## config.mk

```make
export PLATFORM = sky130hd
export DESIGN_NAME = namuru_evt_capture
export DESIGN_NICKNAME = d
export VERILOG_FILES = /design/src/rtl/namuru_evt_capture.sv
export SDC_FILE = /design/constraint.sdc
export NUM_CORES = 1
export LEC_CHECK = 0
export BUFFER_PORTS_ARGS = -buffer_cell sky130_fd_sc_hd__buf_4
export CORE_MARGIN = 10
export CORE_UTILIZATION = 51
export DETAILED_ROUTE_END_ITERATION = 6
export GPL_TIMING_DRIVEN = 0
export PLACE_DENSITY = 0.77
export SLEW_MARGIN = 25
export SYNTH_ARGS = -nofsm -noshare
export SYNTH_HDL_FRONTEND = slang
export SYNTH_SLANG_ARGS = --single-unit
```

## constraint.sdc

```tcl
create_clock -name sys_clk -period 3.4 [get_ports sys_clk]
set_input_delay 0.68 -clock sys_clk [delete_from_list [all_inputs] [get_ports sys_clk]]
set_output_delay 0.68 -clock sys_clk [all_outputs]
set_load 0.01 [all_outputs]
```

## src/rtl/namuru_evt_capture.sv

```systemverilog
// Event capture for the namuru correlator: turns each toggle of the synchronized level into a pulse, sticky irq, counters and timestamp.
// Latency: one sys_clk cycle from an evt_sync change to every output; all outputs are registered.
// Backpressure: none; every enabled toggle is accepted, and overlap with a pending irq is counted as missed.
module namuru_evt_capture #(
  parameter int CNT_W = 16,
  parameter int TS_W  = 32
) (
  input  logic             sys_clk,
  input  logic             sys_rst,
  input  logic             evt_sync,
  input  logic             en,
  input  logic             ack,
  input  logic             cnt_clr,
  output logic             evt_pulse,
  output logic             irq,
  output logic [CNT_W-1:0] evt_count,
  output logic [CNT_W-1:0] missed_count,
  output logic [TS_W-1:0]  evt_stamp
);

  typedef enum logic {
    ST_IDLE    = 1'b0,
    ST_PENDING = 1'b1
  } state_t;

  state_t           state_q;
  logic             prev_q;
  logic             evt_pulse_q;
  logic             irq_q;
  logic [TS_W-1:0]  ts_q;
  logic [TS_W-1:0]  ts_d;
  logic [TS_W-1:0]  stamp_q;
  logic [CNT_W-1:0] evt_count_q;
  logic [CNT_W-1:0] evt_count_d;
  logic [CNT_W-1:0] missed_q;
  logic [CNT_W-1:0] missed_d;
  logic             evt_hit;
  logic             missed_inc;

  // Any level change seen while enabled is one event; prev tracks regardless of en.
  assign evt_hit    = en & (evt_sync ^ prev_q);
  // An event landing on an already-pending irq is missed, unless the same-cycle ack lets it take over.
  assign missed_inc = evt_hit & irq_q & ~ack;

  // Next-state for the timestamp and the two counters; cnt_clr beats any increment.
  always_comb begin
    ts_d        = ts_q + TS_W'(1);
    evt_count_d = evt_count_q;
    missed_d    = missed_q;
    if (cnt_clr) begin
      evt_count_d = '0;
      missed_d    = '0;
    end else begin
      if (evt_hit) begin
        evt_count_d = evt_count_q + CNT_W'(1);
      end
      if (missed_inc && (missed_q != {CNT_W{1'b1}})) begin
        missed_d = missed_q + CNT_W'(1);
      end
    end
  end

  // Datapath registers: edge history, free-running timestamp, pulse and counters.
  always_ff @(posedge sys_clk or posedge sys_rst) begin
    if (sys_rst) begin
      prev_q      <= 1'b0;
      ts_q        <= '0;
      evt_pulse_q <= 1'b0;
      evt_count_q <= '0;
      missed_q    <= '0;
    end else begin
      prev_q      <= evt_sync;
      ts_q        <= ts_d;
      evt_pulse_q <= evt_hit;
      evt_count_q <= evt_count_d;
      missed_q    <= missed_d;
    end
  end

  // Pending machine: owns irq and the timestamp latch; a new event with ack re-latches the stamp.
  always_ff @(posedge sys_clk or posedge sys_rst) begin
    if (sys_rst) begin
      state_q <= ST_IDLE;
      irq_q   <= 1'b0;
      stamp_q <= '0;
    end else begin
      case (state_q)
        ST_IDLE: begin
          if (evt_hit) begin
            state_q <= ST_PENDING;
            irq_q   <= 1'b1;
            stamp_q <= ts_q;
          end
        end
        ST_PENDING: begin
          if (evt_hit) begin
            if (ack) begin
              stamp_q <= ts_q;
            end
          end else if (ack) begin
            state_q <= ST_IDLE;
            irq_q   <= 1'b0;
          end
        end
        default: begin
          state_q <= ST_IDLE;
          irq_q   <= 1'b0;
        end
      endcase
    end
  end

  assign evt_pulse    = evt_pulse_q;
  assign irq          = irq_q;
  assign evt_count    = evt_count_q;
  assign missed_count = missed_q;
  assign evt_stamp    = stamp_q;

endmodule

```

# Yosys cells after proc, flatten, opt, wreduce, memory -nomap -nowiden
# Cells that the tools add are included.
[op_classes]
bitwise_logic = 6
add_sub_neg = 3
n_eq_ne = 5
reduce_logical = 5
mux = 16
[ops]
columns = ["cell", "count"]
rows = [
  ["2-to-1 mux 32 bit", 3],
  ["2-to-1 mux 16 bit", 4],
  ["case mux 32 bit (2 select lines)", 1],
  ["adder 16 x 1 -> 16 bit, second input constant", 2],
  ["adder 32 x 1 -> 32 bit, second input constant", 1],
  ["!= test 16 bit, second input constant", 1],
  ["2-to-1 mux 1 bit", 6],
  ["!= test 2 bit, second input constant", 3],
  ["AND reduction 3 bit", 2],
  ["case mux 1 bit (2 select lines)", 2],
  ["nonzero test 2 bit", 2],
  ["AND 1 bit", 3],
  ["!= test 2 x 1 -> 1 bit, second input constant", 1],
  ["NOT 1 bit", 2],
  ["logical AND 1 bit", 1],
  ["XOR 1 bit", 1],
]
[word_totals]
out_inout_bits = 66
register_bits = 100
input_bits = 6
wordCells = 43

# Depth between registers and ports, before layout
[depth]
ltp_word = 7
ltp_mapped = 8
mapped_depth_nobuf = 7

# Worst setup path after synthesis
# Ideal clock, no wire load.
[synth_timing]
path_kind = "in2reg"
startpoint = "in evt_sync"
endpoint = "reg stamp_q[10], in the netlist evt_stamp[10]"
n_path_buf = 1
t_arrival_ns = 2.169
required_ns = 3.275
stages = 7
setup_slack_ns = 1.106
setup_time_ns = 0.125
cell_sequence = "xor2_4 nand2_1 ha_1 nor2_1 o21ai_1 clkbuf_1 mux2_2"
[synth_between]
elab_chain_len = 4
word_cells_on_any_way = 5
classes_between = "eq/ne: 2; bitwise: 2; reduce/logical: 1"
[synth_lines]
columns = ["element", "line_no", "text"]
rows = [
  ["start: declaration", "10", "input logic evt_sync,"],
  ["XOR 1 bit *", "41", "assign evt_hit = en & (evt_sync ^ prev_q);"],
  ["AND 1 bit *", "41", ""],
  ["!= test 2 bit (no source line) / != test 2 x 1 -> 1 bit (equally long branches)", "--", ""],
  ["AND reduction 3 bit (no source line) *", "--", ""],
  ["end signal: assignment", "92", "stamp_q <= ts_q;"],
  ["end signal: assignment", "98", "stamp_q <= ts_q;"],
  ["end: declaration", "32", "logic [TS_W-1:0] stamp_q;"],
]
# Mark *: on every way between the ends. The rest lies on a longest branch, timed or not.
# A chain may end at the register's enable or synchronous reset.

# Worst setup path in the final report
[layout_timing]
startpoint = "reg prev_q"
endpoint = "reg stamp_q[10], in the netlist evt_stamp[10]"
[layout_between]
elab_chain_len = 4
word_cells_on_any_way = 5
classes_between = "eq/ne: 2; bitwise: 2; reduce/logical: 1"
[layout_lines]
columns = ["element", "line_no", "text"]
rows = [
  ["start: declaration", "27", "logic prev_q;"],
  ["start signal: assignment", "72", "prev_q <= evt_sync;"],
  ["XOR 1 bit *", "41", ""],
  ["AND 1 bit *", "41", ""],
  ["!= test 2 bit (no source line) / != test 2 x 1 -> 1 bit (equally long branches)", "--", ""],
  ["AND reduction 3 bit (no source line) *", "--", ""],
]
# Marks and branches as above.

==> metrics.txt <==
Power per Cell Area 403 nW/um^2; post-synthesis cell area 4550 sq um; synth unique cells 46; Post-CTS Setup Inserts 0; Core Footprint 8720 sq um; Final Instance Area 5450 sq um; Placed Area 5250 sq um; Place WS 0.610 ns; Syn Area/Cell 11.5 sq um; vias in the first global route 3377; Setup TNS Final 0 ns; Slew HR 40.7%; met1 Use GR 19.0%; number of enable flip-flop cells after synthesis 0; sequential cell area fraction in the yosys report roughly 55%; most common cell after layout, fill and taps aside dfrtp_1; die width 114 microns; Final Hold Vio Count 0; ANT cells 0; share of post-route cells with drive strength above 1 between 20 and 30%; grt met3 use ~4.6%; Initial Utilization 52.1%; GR Layer Usage met2 24.7%; Slew @ Worst Pin slightly below 0.9 ns; Final nets 489; Routed Antenna Nets 0; Pre-Repair DR Iteration Count 4; GRT Total Usage approximately 15%; MaxCap Viol Count 0; worst IR drop on VDD 206 uV; CTS tree built; worst r2r src prev_q$_DFF_PP0_; CTS Hold Bufs 0; CP Class register to register; endpoints failing setup 0; FFs w/ async S/R, synth 100%; status finished, final reports clean; Resized Gates After CTS 0; R2R setup slack 0.99 ns; most frequent cells in the layout 100 x dfrtp_1, 71 x buf_4, 33 x mux2_2; area grow syn2layout 19.8%; Die ar. 13100 sq um; clock slew seen by the registers of the worst setup and hold paths roughly 0.10 ns; clock root buffer clkbuf_8; Setup crit end kind register; Pins Over Slew Limit 0; residual DRC count 0; crit-path max cell delay 0.44 ns; min Tclk post-route 2.41 ns; Top Ports between 70 and 80; final wirelength between 9 and 10 mm; global route hottest layer met2; Post-synth top flop dfrtp_1; Total Power 2.20 mW; I/O Buffers 71; drt initial violations 154; Ys Warns 0; CTS Buf Count 9; GP Congestion between 0.8 and 0.9; # rows 34; crit share post-route 70.8%; crit-path max FO 10; Crit-path slowest cell dfrtp_1; CTS max path bufs 2; via count approximately 3.4k; Worst EP arrival between 2 and 3 ns; RR Endpoint evt_stamp[10]$_DFFE_PP0P_; Skew-Pair Late Insertion Delay ~0.36 ns; Fmax achieved 415 MHz; H-tree depth 3; Hold Path Class input pin to asynchronous set/reset pin; CP Cell Sequence xor2_4 > nand2_1 > ha_1 > nor2_1 > o21ai_1 > clkbuf_1 > mux2_2; setup repair after global routing missed its margin no; first-pass GRT wire length ~17 mm; total gr overflow 0; flops & latches, synth 100; clk_skew about 0.010 ns; largest net degree at the start of global routing 65; Worst Path Required 3.65 ns; hpwl dp 7.08 mm; Num Clock Sinks 100; vias per cell 5.73; Syn Inst Count roughly 400; DIE HEIGHT 114 microns; Pleak approximately 2.6 nW; Post-Syn Nets 406; final setup margin 0.993 ns; Routed WL per cell ~16 microns; critical path startpoint category register; r2r worst-path depth 7; antenna violations before repair 0
worst max-delay path by stage:
stage,from,end
final,prev_q$_DFF_PP0_,evt_stamp[10]$_DFFE_PP0P_
after global placement,sys_rst,ts_q[8]$_DFF_PP0_
after global routing,prev_q$_DFF_PP0_,evt_stamp[9]$_DFFE_PP0P_
after floorplan,sys_rst,evt_count[0]$_DFFE_PP0P_
after detailed placement,evt_sync,evt_stamp[10]$_DFFE_PP0P_
after CTS,prev_q$_DFF_PP0_,evt_stamp[10]$_DFFE_PP0P_
synthesized netlist by cell type (2+ instances only):
master	number	area share (%)
dfrtp_1	100	55
mux2_2	33	8.2
nand2_1	30	2.5
nand3_1	24	2.6
nor2_1	22	1.8
xor2_1	22	4.2
xnor2_1	17	3.3
a21oi_1	15	1.7
nand4_1	15	2.1
o21ai_0	12	1.3
and4_1	11	2.1
nor3_1	11	1.2
inv_1	10	0.83
and3_1	9	1.2
or3_1	8	1.1
ha_1	5	1.4
clkbuf_1	4	0.33
nor2b_1	4	0.55
buf_2	3	0.33
nor4_1	3	0.41
o31ai_1	3	0.50
o41ai_1	3	0.58
or4_1	3	0.50
a211oi_1	2	0.33
nand4_4	2	0.94
nor3b_1	2	0.33
o311ai_0	2	0.39
or2_2	2	0.28
worst max-delay path: cells and delay by family (launching register included):
family          cells  cell delay (ns)
compound gates      1             0.37
xor+xnor            1             0.25
fa+ha+maj           1             0.19
buf+inv             1             0.42
flops               1             0.44
mux                 1             0.39
simple gates        2             0.26
power by group:
part	internal [mW]	switching, mW	leakage, nW
Clock	0.364	0.409	0.0999
Sequential	1.21	0.0171	1.36
Combinational	0.0812	0.111	1.14
sequential cells by signal, summed over array words and instances (netlist names):
signal	flops
evt_count	16
evt_pulse	1
evt_stamp	32
irq	1
missed_count	16
prev_q	1
state_q	1
ts_q	32
logic make-up after synthesis:
family	Yosys count	synth area share, %
DFF	100	55.0
adders and majority gates	5	1.38
muxes	34	8.39
buffers and inverters	19	1.73
AOI/OAI and AO/OA	44	5.94
and+or+nand+nor	153	19.4
xor gates and xnor gates	40	8.12
layout make-up:
cell class                      instances  area (sq um)
Buffer                                  9          41.3
Clock buffer                           11           141
Timing Repair Buffer                   72           561
Inverter                               10          42.5
Tap cell                              108           135
Clock inverter                          5          60.1
Fill cell                             704          3270
Sequential cell                       100          2500
Multi-Input combinational cell        276          1970
routing by layer:
metal	wire [microns]	vias to the layer above
li1	-	1595
met1	4040	1673
met2	4880	106
met3	671	13
met4	113	0
met5	0	-
stage by stage:
step	hold slack (ns)	cells	util [%]
2_1_floorplan	0.442	395	-
3_3_place_gp	0.464	574	59.8
3_5_place_dp	0.472	575	60.2
4_1_cts	0.296	591	62.5
5_1_grt	0.308	591	62.5
6_report	0.308	591	62.5
(Power assumes the default switching activity.)
